===== src/rtl/md_sched_pkg.sv =====
// Shared definitions for the metadata scheduler: FSM encoding, queue ids
// and the token counter width.
package md_sched_pkg;

   localparam int TOKEN_W = 7;

   typedef enum logic [1:0] {
      ST_IDLE = 2'd0,
      ST_SEND = 2'd1,
      ST_WAIT = 2'd2
   } state_e;

   localparam logic [1:0] QID_0 = 2'd0;
   localparam logic [1:0] QID_1 = 2'd1;
   localparam logic [1:0] QID_2 = 2'd2;
   localparam logic [1:0] QID_3 = 2'd3;

endpackage


===== src/rtl/ms_token_bucket.sv =====
// Token bucket for queue 2 credit shaping.
// Build option: MS_RC_SHAPING_EN. When defined, a 7-bit bucket refills one
// token every TOKEN_PERIOD clocks (saturating at TOKEN_MAX) and is debited by
// the cost of each q2 pop. When undefined, the counter and divider are absent
// and the bucket reports a constant full level.
module ms_token_bucket
   import md_sched_pkg::*;
#(
   parameter int TOKEN_MAX    = 127,
   parameter int TOKEN_PERIOD = 16
) (
   input  logic               clk,
   input  logic               rst_n,
   input  logic               i_consume,
   input  logic [TOKEN_W-1:0] i_cost,
   output logic [TOKEN_W-1:0] o_tokens
);

`ifdef MS_RC_SHAPING_EN
   localparam int                 DIV_W    = (TOKEN_PERIOD > 1) ? $clog2(TOKEN_PERIOD) : 1;
   localparam logic [DIV_W-1:0]   DIV_LAST = DIV_W'(TOKEN_PERIOD - 1);
   localparam logic [TOKEN_W:0]   SAT      = (TOKEN_W + 1)'(TOKEN_MAX);

   logic [DIV_W-1:0]   r_div;
   logic [TOKEN_W-1:0] r_tokens;
   logic               w_refill;
   logic [TOKEN_W:0]   w_sum;
   logic [TOKEN_W-1:0] w_tok_nxt;

   assign w_refill = (r_div == DIV_LAST);

   // Next token level: debit on pop, credit on refill, clamp at the ceiling.
   // A pop is only ever issued when tokens >= cost, so the debit never wraps.
   always_comb begin
      w_sum     = {1'b0, r_tokens};
      w_tok_nxt = r_tokens;
      if (i_consume) begin
         w_sum = w_sum - {1'b0, i_cost};
      end else begin
         w_sum = w_sum;
      end
      if (w_refill) begin
         w_sum = w_sum + {{TOKEN_W{1'b0}}, 1'b1};
      end else begin
         w_sum = w_sum;
      end
      if (w_sum > SAT) begin
         w_tok_nxt = SAT[TOKEN_W-1:0];
      end else begin
         w_tok_nxt = w_sum[TOKEN_W-1:0];
      end
   end

   // Token level and refill divider; bucket starts full after reset.
   always_ff @(posedge clk) begin
      if (!rst_n) begin
         r_tokens <= SAT[TOKEN_W-1:0];
         r_div    <= {DIV_W{1'b0}};
      end else begin
         r_tokens <= w_tok_nxt;
         if (w_refill) begin
            r_div <= {DIV_W{1'b0}};
         end else begin
            r_div <= r_div + DIV_W'(1);
         end
      end
   end

   assign o_tokens = r_tokens;
`else
   logic w_unused_inputs;

   assign o_tokens        = TOKEN_W'(TOKEN_MAX);
   assign w_unused_inputs = ^{clk, rst_n, i_consume, i_cost};
`endif

endmodule


===== src/rtl/md_sched.sv =====
// Metadata scheduler: strict-priority pick among four FWFT queues
// (slot TSN queue > shaped q2 > best-effort q3), one packet in flight at a
// time, released by tx_done from the output port.
// Build option: MS_RC_SHAPING_EN enables token-bucket gating of q2.
module md_sched
   import md_sched_pkg::*;
#(
   parameter string PLATFORM     = "xilinx",
   parameter int    TOKEN_MAX    = 127,
   parameter int    TOKEN_PERIOD = 16
) (
   input  logic        clk,
   input  logic        rst_n,
   input  logic        in_ms_time_slot_flag,
   input  logic        in_ms_md0_empty,
   input  logic        in_ms_md1_empty,
   input  logic        in_ms_md2_empty,
   input  logic        in_ms_md3_empty,
   input  logic [8:0]  in_ms_md0,
   input  logic [8:0]  in_ms_md1,
   input  logic [15:0] in_ms_md2,
   input  logic [8:0]  in_ms_md3,
   input  logic        in_ms_tx_done,
   output logic        out_ms_md0_rd,
   output logic        out_ms_md1_rd,
   output logic        out_ms_md2_rd,
   output logic        out_ms_md3_rd,
   output logic [8:0]  out_ms_md,
   output logic        out_ms_md_wr,
   output logic [1:0]  out_ms_md_qid
);

   state_e             r_state;
   state_e             w_state_nxt;
   logic               r_wr;
   logic [8:0]         r_md;
   logic [1:0]         r_qid;
   logic [3:0]         w_rd;
   logic               w_pop;
   logic [8:0]         w_sel_md;
   logic [1:0]         w_sel_qid;
   logic [TOKEN_W-1:0] w_cost;
   logic [TOKEN_W-1:0] w_tokens;
   logic               w_q0_elig;
   logic               w_q1_elig;
   logic               w_q2_elig;
   logic               w_q3_elig;

   assign w_cost    = in_ms_md2[15:9];
   assign w_q0_elig = in_ms_time_slot_flag & ~in_ms_md0_empty;
   assign w_q1_elig = ~in_ms_time_slot_flag & ~in_ms_md1_empty;
   assign w_q3_elig = ~in_ms_md3_empty;

`ifdef MS_RC_SHAPING_EN
   assign w_q2_elig = ~in_ms_md2_empty & (w_tokens >= w_cost);
`else
   logic w_unused_tokens;

   assign w_q2_elig       = ~in_ms_md2_empty;
   assign w_unused_tokens = ^w_tokens;
`endif

   ms_token_bucket #(
      .TOKEN_MAX    (TOKEN_MAX),
      .TOKEN_PERIOD (TOKEN_PERIOD)
   ) u_bucket (
      .clk       (clk),
      .rst_n     (rst_n),
      .i_consume (w_rd[2]),
      .i_cost    (w_cost),
      .o_tokens  (w_tokens)
   );

   // Next state and pop selection. Pops only happen in IDLE and are held off
   // while reset is asserted so no strobe escapes during reset.
   always_comb begin
      w_state_nxt = r_state;
      w_rd        = 4'b0000;
      w_pop       = 1'b0;
      w_sel_md    = 9'd0;
      w_sel_qid   = QID_0;
      case (r_state)
         ST_IDLE: begin
            if (!rst_n) begin
               w_state_nxt = ST_IDLE;
            end else if (w_q0_elig) begin
               w_rd[0]     = 1'b1;
               w_pop       = 1'b1;
               w_sel_md    = in_ms_md0;
               w_sel_qid   = QID_0;
               w_state_nxt = ST_SEND;
            end else if (w_q1_elig) begin
               w_rd[1]     = 1'b1;
               w_pop       = 1'b1;
               w_sel_md    = in_ms_md1;
               w_sel_qid   = QID_1;
               w_state_nxt = ST_SEND;
            end else if (w_q2_elig) begin
               w_rd[2]     = 1'b1;
               w_pop       = 1'b1;
               w_sel_md    = in_ms_md2[8:0];
               w_sel_qid   = QID_2;
               w_state_nxt = ST_SEND;
            end else if (w_q3_elig) begin
               w_rd[3]     = 1'b1;
               w_pop       = 1'b1;
               w_sel_md    = in_ms_md3;
               w_sel_qid   = QID_3;
               w_state_nxt = ST_SEND;
            end else begin
               w_state_nxt = ST_IDLE;
            end
         end
         ST_SEND: begin
            w_state_nxt = ST_WAIT;
         end
         ST_WAIT: begin
            if (in_ms_tx_done) begin
               w_state_nxt = ST_IDLE;
            end else begin
               w_state_nxt = ST_WAIT;
            end
         end
         default: begin
            w_state_nxt = ST_IDLE;
         end
      endcase
   end

   // State register plus latched metadata; wr is high exactly in SEND.
   always_ff @(posedge clk) begin
      if (!rst_n) begin
         r_state <= ST_IDLE;
         r_wr    <= 1'b0;
         r_md    <= 9'd0;
         r_qid   <= QID_0;
      end else begin
         r_state <= w_state_nxt;
         r_wr    <= w_pop;
         if (w_pop) begin
            r_md  <= w_sel_md;
            r_qid <= w_sel_qid;
         end
      end
   end

   assign out_ms_md0_rd = w_rd[0];
   assign out_ms_md1_rd = w_rd[1];
   assign out_ms_md2_rd = w_rd[2];
   assign out_ms_md3_rd = w_rd[3];
   assign out_ms_md     = r_md;
   assign out_ms_md_wr  = r_wr;
   assign out_ms_md_qid = r_qid;

endmodule


===== config.mk =====
export PLATFORM = sky130hd
export DESIGN_NAME = md_sched
export DESIGN_NICKNAME = d
export VERILOG_FILES = /design/src/rtl/md_sched_pkg.sv /design/src/rtl/ms_token_bucket.sv /design/src/rtl/md_sched.sv
export SDC_FILE = /design/constraint.sdc
export NUM_CORES = 1
export LEC_CHECK = 0
export CORE_ASPECT_RATIO = 1.75
export CORE_UTILIZATION = 34
export CTS_CLUSTER_SIZE = 30
export DETAILED_ROUTE_END_ITERATION = 6
export GPL_TIMING_DRIVEN = 0
export PLACE_DENSITY = 0.85
export RECOVER_POWER = 50
export SLEW_MARGIN = 10
export SYNTH_ARGS = -nofsm -noshare
export SYNTH_HDL_FRONTEND = slang
export SYNTH_SLANG_ARGS = --single-unit

===== constraint.sdc =====
create_clock -name clk -period 3.34 [get_ports clk]
set_input_delay 0.668 -clock clk [delete_from_list [all_inputs] [get_ports clk]]
set_output_delay 0.668 -clock clk [all_outputs]
set_load 0.05 [all_outputs]

Word level (Yosys, flattened, before mapping)
Cells that the tools add are included.
{"block": "op_classes", "eq_ne": 2, "mux": 30, "n_bitwise": 5, "n_reduce_logical": 1}
{"cell": "9-bit two-way mux", "n": 5}
{"cell": "1-bit two-way mux", "n": 14}
{"cell": "2-bit two-way mux", "n": 7}
{"cell": "4-bit two-way mux", "n": 2}
{"cell": "2-bit one-hot mux with 3 select lines", "n": 1}
{"cell": "3-bit two-way mux", "n": 1}
{"cell": "1-bit NOT", "n": 3}
{"cell": "1-bit bitwise AND", "n": 2}
{"cell": "2-bit by 1-bit equality test with 1-bit output (second input constant)", "n": 1}
{"cell": "2-bit equality test (second input constant)", "n": 1}
{"cell": "2-bit logical NOT", "n": 1}
{"block": "word_totals", "reg_bits": 14, "out_inout_bits": 16}

Longest topological paths before layout
{"block": "logic_depth", "ltp_word": 6, "ltp_mapped": 6}

Worst setup path before layout
OpenSTA, ideal clock, no wires.
{"block": "synth_path", "path_type": "input to output", "startpoint": "input port rst_n", "endpoint": "output port out_ms_md3_rd", "t_arrival_ps": 2722, "t_required_ps": 2672, "slack_ps": -50, "path_stages": 3, "cell_sequence": "or3b_1 buf_2 nor4_1"}
{"block": "synth_between", "elab_chain_len": 2}
{"element": "start, declared", "line": "md_sched.sv:13", "rtl": "input logic rst_n,"}
{"element": "4-bit two-way mux", "line": "md_sched.sv:84", "rtl": "if (!rst_n) begin"}
{"element": "4-bit two-way mux", "line": "md_sched.sv:82", "rtl": "case (r_state)"}
{"element": "end, declared", "line": "md_sched.sv:27", "rtl": "output logic out_ms_md3_rd,"}
No other way between the ends.

Worst setup path after layout
Same ends and word-level chain as after synthesis.

==> metrics.md <==
| Metric | Value |
|---|---|
| First-pass DRT Iterations | 4 |
| Full die area | 2538 um^2 |
| FF/Latch Area | 280.3 um^2 |
| Final std cells w/o fill | 187 |
| Root Buffer | clkbuf_4 |
| Flop2flop setup slack | 1.58 ns |
| Clock slew at reported path FFs | 0.08 ns |
| Worst Path Required | 2.67 ns |
| Vias | 1,005 |
| Setup repair after global routing missed its margin | no |
| Filler cell count | 195 |
| Setup Skew | 0.005044 ns |
| Final worst setup slack | 0.1002 ns |
| Synth Area in Adders | 0% |
| Most frequent cells in the layout | clkdlybuf4s50_1, dfxtp_1, nor2_1 |
| Worst-margin pin slew | 0.5048 ns |
| DR vias/cell | 5.374 |
| Max_cap viols | 0 |
| Num CTS Buffers | 3 |
| Tcrit/Tclk final | 97.00% |
| Peak Freq | 308.7 MHz |
| Post-synthesis compound-gate area fraction | 29.50% |
| Max-slew violations | 0 |
| CP max FO | 8 |
| Combinational family with the most area after synthesis | compound AO/OA/AOI/OAI gates |
| CTS Buffer Depth | 2 |
| Die Width | 38.52 um |
| Final-report setup violation count | 0 |
| Seq/Total Area, Yosys | 35.33% |
| First-pass GRT wire length | 3.988 mm |
| Rel. slew slack | 66.23% |
| Share of layout cells above drive strength 1 | 9.202% |
| Vias in the first global route | 958 |
| Critical path class | input pin to primary output |
| Xor/xnor cell area share of the yosys netlist | 0% |
| Tmin final | 3.240 ns |
| Ports | 67 |
| Post-synthesis simple-gate area fraction | 25.55% |
| Final global-route overflow total | 0 |
| Worst VDD drop | 177.5 uV |
| Top cell type's share of synthesized area | 35.33% |
| Multi-input gate area | 455.4 um^2 |
| Largest net degree at the start of global routing | 11 |
| Routability Congestion | 0.8059 |
| CP startpoint kind | input pin |
| Synthesized net count | 151 |
| Power density over the cells | 370.3 nW/um^2 |
| P&R area growth vs syn | 82.33% |
| 1st-iter DRT viols | 18 |
| Rows | 22 |
| Largest area contributor in the netlist | dfxtp_1 |
| Avg Synthesized Cell Area | 7.933 um^2 |
| Initial core utilization | 36.95% |
| Final #Nets | 215 |
| Post-Synthesis Cells | 100 |
| Status | finished, final reports clean |
| Input/output buffers | 59 |
| Post-synth cell types | 24 |
| Worst skew pair latency | 0.28 ns |
| Core area | 2147 um^2 |
| Initial antenna violation count | 0 |
| Inst Count DP | 183 |
| Worst Reg-to-Reg Cells | 5 |
| Final HPWL DP | 1.998 mm |
| Min-delay src | out_ms_md_qid[0] |
| Post-route ant nets | 0 |
| Reg2reg end | out_ms_md[3] |
| TritonCTS clock tree | built |
| CTS HTree Levels | 1 |
| Die Span Y | 65.90 um |
| Post-synthesis cell area | 793.3 um^2 |
| Synth area leaders | dfxtp_1, a221oi_1, a31oi_1 |
| P_leak | 0.0005802 uW |
| Worst r2r src | r_state[0] |
| YS warnings | 0 |
| Diodes inserted | 0 |
| Cts hold-fix bufs | 0 |
| DRC Markers | 0 |
| Worst hold path depth | 2 |
| Min-Delay Path Class | register to register |
| Crit path arrival time | 2.57 ns |
| Commonest non-fill, non-tap cell in the layout | clkdlybuf4s50_1 |
| WHS Endpoint | out_ms_md_qid[0] |
| Critical Path Sink Type | primary output |
| Final Hold Fails | 0 |
| Yosys reg bits | 14 |
| Routed wire length | 2.421 mm |
| Clock sinks | 14 |
| Total GRT Usage | 21.54% |
| Design Power | 535.6 uW |
| Mux cell area share after synthesis | 2.681% |
| DR WL/cell | 12.95 um |
| Worst slack at placement | -0.3235 ns |
==> critical path, stage by stage <==
cell and delay (ns):
clkdlybuf4s50_1 0.51, or3b_1 0.34, buf_2 0.18, nor4_2 0.30
dlygate4sd2_1 0.56
==> final cells by class <==
| class | count | area share [%] |
|---|---|---|
| Timing Repair Buffer | 59 | 40.92 |
| Multi-Input combinational cell | 76 | 31.49 |
| Sequential cell | 14 | 19.38 |
| Buffer | 9 | 3.374 |
| Clock buffer | 4 | 2.509 |
| Tap cell | 24 | 2.076 |
| Inverter | 1 | 0.2595 |
==> Yosys cell counts, drive strengths merged <==
master	number
a21oi	2
or2	1
clkbuf	4
nand2b	1
nor2	12
or3b	1
clkinv	1
and2b	1
nor2b	3
buf	5
a31oi	11
o21ai	10
or3	9
nand2	11
mux2i	1
dfxtp	14
nor4	2
o221a	1
a221oi	9
mux2	1
==> worst max-delay path by stage <==
stage	start	endpoint	slack, ns	cells after the start
after global routing	in_ms_time_slot_flag	out_ms_md3_rd	0.05	6
final	rst_n	out_ms_md3_rd	0.10	5
after global placement	in_ms_time_slot_flag	out_ms_md0_rd	-0.31	6
after floorplan	rst_n	out_ms_md3_rd	0.52	3
after detailed placement	in_ms_time_slot_flag	out_ms_md0_rd	-0.32	6
after CTS	rst_n	out_ms_md1_rd	0.008	5
==> sequential cells by signal, summed over array words and instances, names as in the netlist <==
name and flops:
out_ms_md 9, out_ms_md_qid 2, r_state 2, out_ms_md_wr 1
==> stage by stage <==
stage	utilization (%)	setup TNS [ns]	hold slack [ns]	area (um^2)
global route	67.37	0	0.5057	1446
finish	67.37	0	0.4727	1446
global placement	66.43	-0.6521	0.4469	1426
CTS	68.07	0	0.4760	1461
detailed placement	66.43	-0.6947	0.4635	1426
floorplan	-	0	0.4995	805.8
==> cells by family (layout without fill, tap and decap cells) <==
kind of cell / Yosys count / after routing
AND/OR/NAND/NOR: 41 / 41
flip-flops: 14 / 14
AO/OA/AOI/OAI: 33 / 33
buffers and inverters: 10 / 73
multiplexers: 2 / 2
==> power breakdown <==
group          internal (uW)  switching [uW]
clock network           66.3            54.2
registers                185            9.11
logic                    101             120
total                    353             183
==> per-layer routing <==
layer | global-route usage (%) | vias up | part of all wire, % | wire length [um]
met5 | 0 | - | 0 | 0
met4 | 13.79 | 0 | 4.3 | 104
met3 | 0 | 8 | 3.7 | 89
met2 | 37.71 | 42 | 54 | 1313
met1 | 24.06 | 456 | 38 | 915
li1 | - | 499 | - | -
==> what timing repair did <==
action                                  in CTS  in global routing
gates resized for setup                      5                  3
endpoints found under the setup margin       3                  4
setup buffers                                0                  0
(Power assumes the default switching activity.)
==> RTL change, RTL diff (same flow settings) <==
Add a define of `MS_RC_SHAPING_EN`.
--- a/src/rtl/ms_token_bucket.sv
+++ b/src/rtl/ms_token_bucket.sv
@@ -3,6 +3,8 @@
 // token every TOKEN_PERIOD clocks (saturating at TOKEN_MAX) and is debited by
 // the cost of each q2 pop. When undefined, the counter and divider are absent
 // and the bucket reports a constant full level.
+`define MS_RC_SHAPING_EN
+
 module ms_token_bucket
    import md_sched_pkg::*;
 #(
Check against the original RTL: not equivalent (a bounded check fails within 4 cycles, from zero or initial values and one cycle with rst_n low).
==> RTL change against the original RTL <==
Power rose by 88%; wire length rose to 2.5 times the old value; highest routed layer unchanged; sequential cell count increased by 11; worst setup slack got worse by 0.017 ns; design area rose by 110%; sequential share of layout area decreased by 3.2 points; hold slack worse by 0.0041 ns; synthesized area up 140%; sequential power is 79% higher.
==> RTL change: results (changes against the original RTL) <==
- CP startpoint: in_ms_md2[11]
- Reg-to-Reg Start: u_bucket.o_tokens[0]
- Syn Nets: 300 (+99%)
- Total Routing Usage GR: 20.82% (-0.72 points)
- First-pass GRT wire length: 9363 µm (+130%)
- Fin crit share: 97.51% (+0.51 points)
- Max FFs per register: 9 (unchanged)
- Worst-path maximum fanout: 4 (-4)
- Placement Setup Slack: -1.093 ns (-0.7698 ns)
- Status: complete, no violations
- Top cells by area, synth: dfxtp_1 26%, ha_1 5.9%, nor3b_1 4.8%
- Synth top cells by count: 25 x dfxtp_1, 19 x nor2_1, 17 x nand3_1
- Clock skew after layout: 0.006062 ns (+0.001018 ns)
- Setup crit end: u_bucket.o_tokens[6]
- Register area share after synthesis: 26.44% (-8.9 points)
- Reg2reg setup slack: 0.41 ns (-1.17 ns)
- Root Buffer: clkbuf_8
- P_leak: 1.240 nW (+110%)
- DR iter-0 viols: 106 (+88)
- FF-to-FF path depth: 16 (+11)
- Post-synth cell types: 50 (+110%)
- Slew headroom: 60.58% (-5.7 points)
- Kind of cell adding the most delay to the critical path: simple AND/OR/NAND/NOR gates
- GPL Wtd Cong: 0.8205 (+1.8%)
- Share of layout cells above drive strength 1: 19.88% (+11 points)
- Slowest cell on crit path: clkdlybuf4s50_1
- WP data arrival: 3.44 ns (+0.87 ns)
- Nets: 394 (+83%)
- Via-per-instance ratio: 5.463 (+1.7%)
- PortBufs: 65 (+10%)
- Vias in the first global route: 2149 (+120%)
- Crit path largest cell delay: 0.45 ns (-0.11 ns)
- Met1 Use GR: 18.23% (-5.8 points)
- Worst flop-to-flop path endpoint: u_bucket.o_tokens[4]
## RTL change: power by group
part	leakage (nW)	switching (W)	internal (W)	total, W
Clock	0.0255	0.0000970	0.0000837	0.000181
Sequential	0.206	0.0000200	0.000328	0.000348
Combinational	1.01	0.000261	0.000216	0.000477
## RTL change: layer usage
layer  wire length [µm]  share of wire (%)
met5                  0                  0
met4                221                3.6
met3                329                5.4
met2               3432                 56
met1               2111                 35
## RTL change: through the flow
stage / cells / TNS, ns / instance area [µm²]
3_3_place_gp: 378 / -2.826 / 2651
6_report: 406 / 0 / 3095
2_1_floorplan: 239 / 0 / 1908
3_5_place_dp: 378 / -3.459 / 2651
4_1_cts: 393 / -0.01681 / 2902
5_1_grt: 406 / 0 / 3095
## RTL change: worst min path at each step
stage	start	to	slack [ns]	cells past startpoint
2_1_floorplan	u_bucket.r_div[0]	u_bucket.r_div[0]	0.43	1
3_5_place_dp	u_bucket.r_div[0]	u_bucket.r_div[0]	0.46	1
4_1_cts	u_bucket.r_div[0]	u_bucket.r_div[0]	0.47	1
3_3_place_gp	u_bucket.r_div[0]	u_bucket.r_div[0]	0.45	1
6_report	out_ms_md[5]	out_ms_md[5]	0.47	2
5_1_grt	u_bucket.r_div[0]	u_bucket.r_div[0]	0.49	1
## RTL change: worst min-delay path: cells and delay by family (launching register included)
family / cells / cell delay, ns
AOI/OAI and AO/OA: 1 / 0.06
DFF: 1 / 0.31
and+or+nand+nor: 1 / 0.06
## RTL change: cell type report
type / instances / area [µm²]
well taps: 74 / 92.59
plain buffers: 14 / 82.58
flip-flops and latches: 25 / 500.5
clock inverters: 1 / 5.005
repair buffers: 90 / 844.6
multi-input cells: 183 / 1469
clock buffers: 3 / 41.29
fillers: 440 / 2203
inverters: 16 / 60.06
## RTL change: logic make-up (layout without fill, tap and decap cells)
group	count (synthesis)	after routing	synth area share, %
adder cells (fa/ha/maj)	10	10	7.006
XOR/XNOR	8	8	3.701
AND/OR/NAND/NOR	89	89	26.90
multiplexers	8	8	4.428
flip-flops	25	25	26.44
buffers and inverters	31	124	7.270
AO/OA/AOI/OAI	68	68	24.26
## RTL change: timing repair
| item | in CTS | in global routing |
|---|---|---|
| cloned | 0 | 0 |
| pin swaps | 11 | 15 |
| setup buffers | 12 | 14 |
| resized for setup | 38 | 18 |
| endpoints found under the setup margin | 5 | 3 |
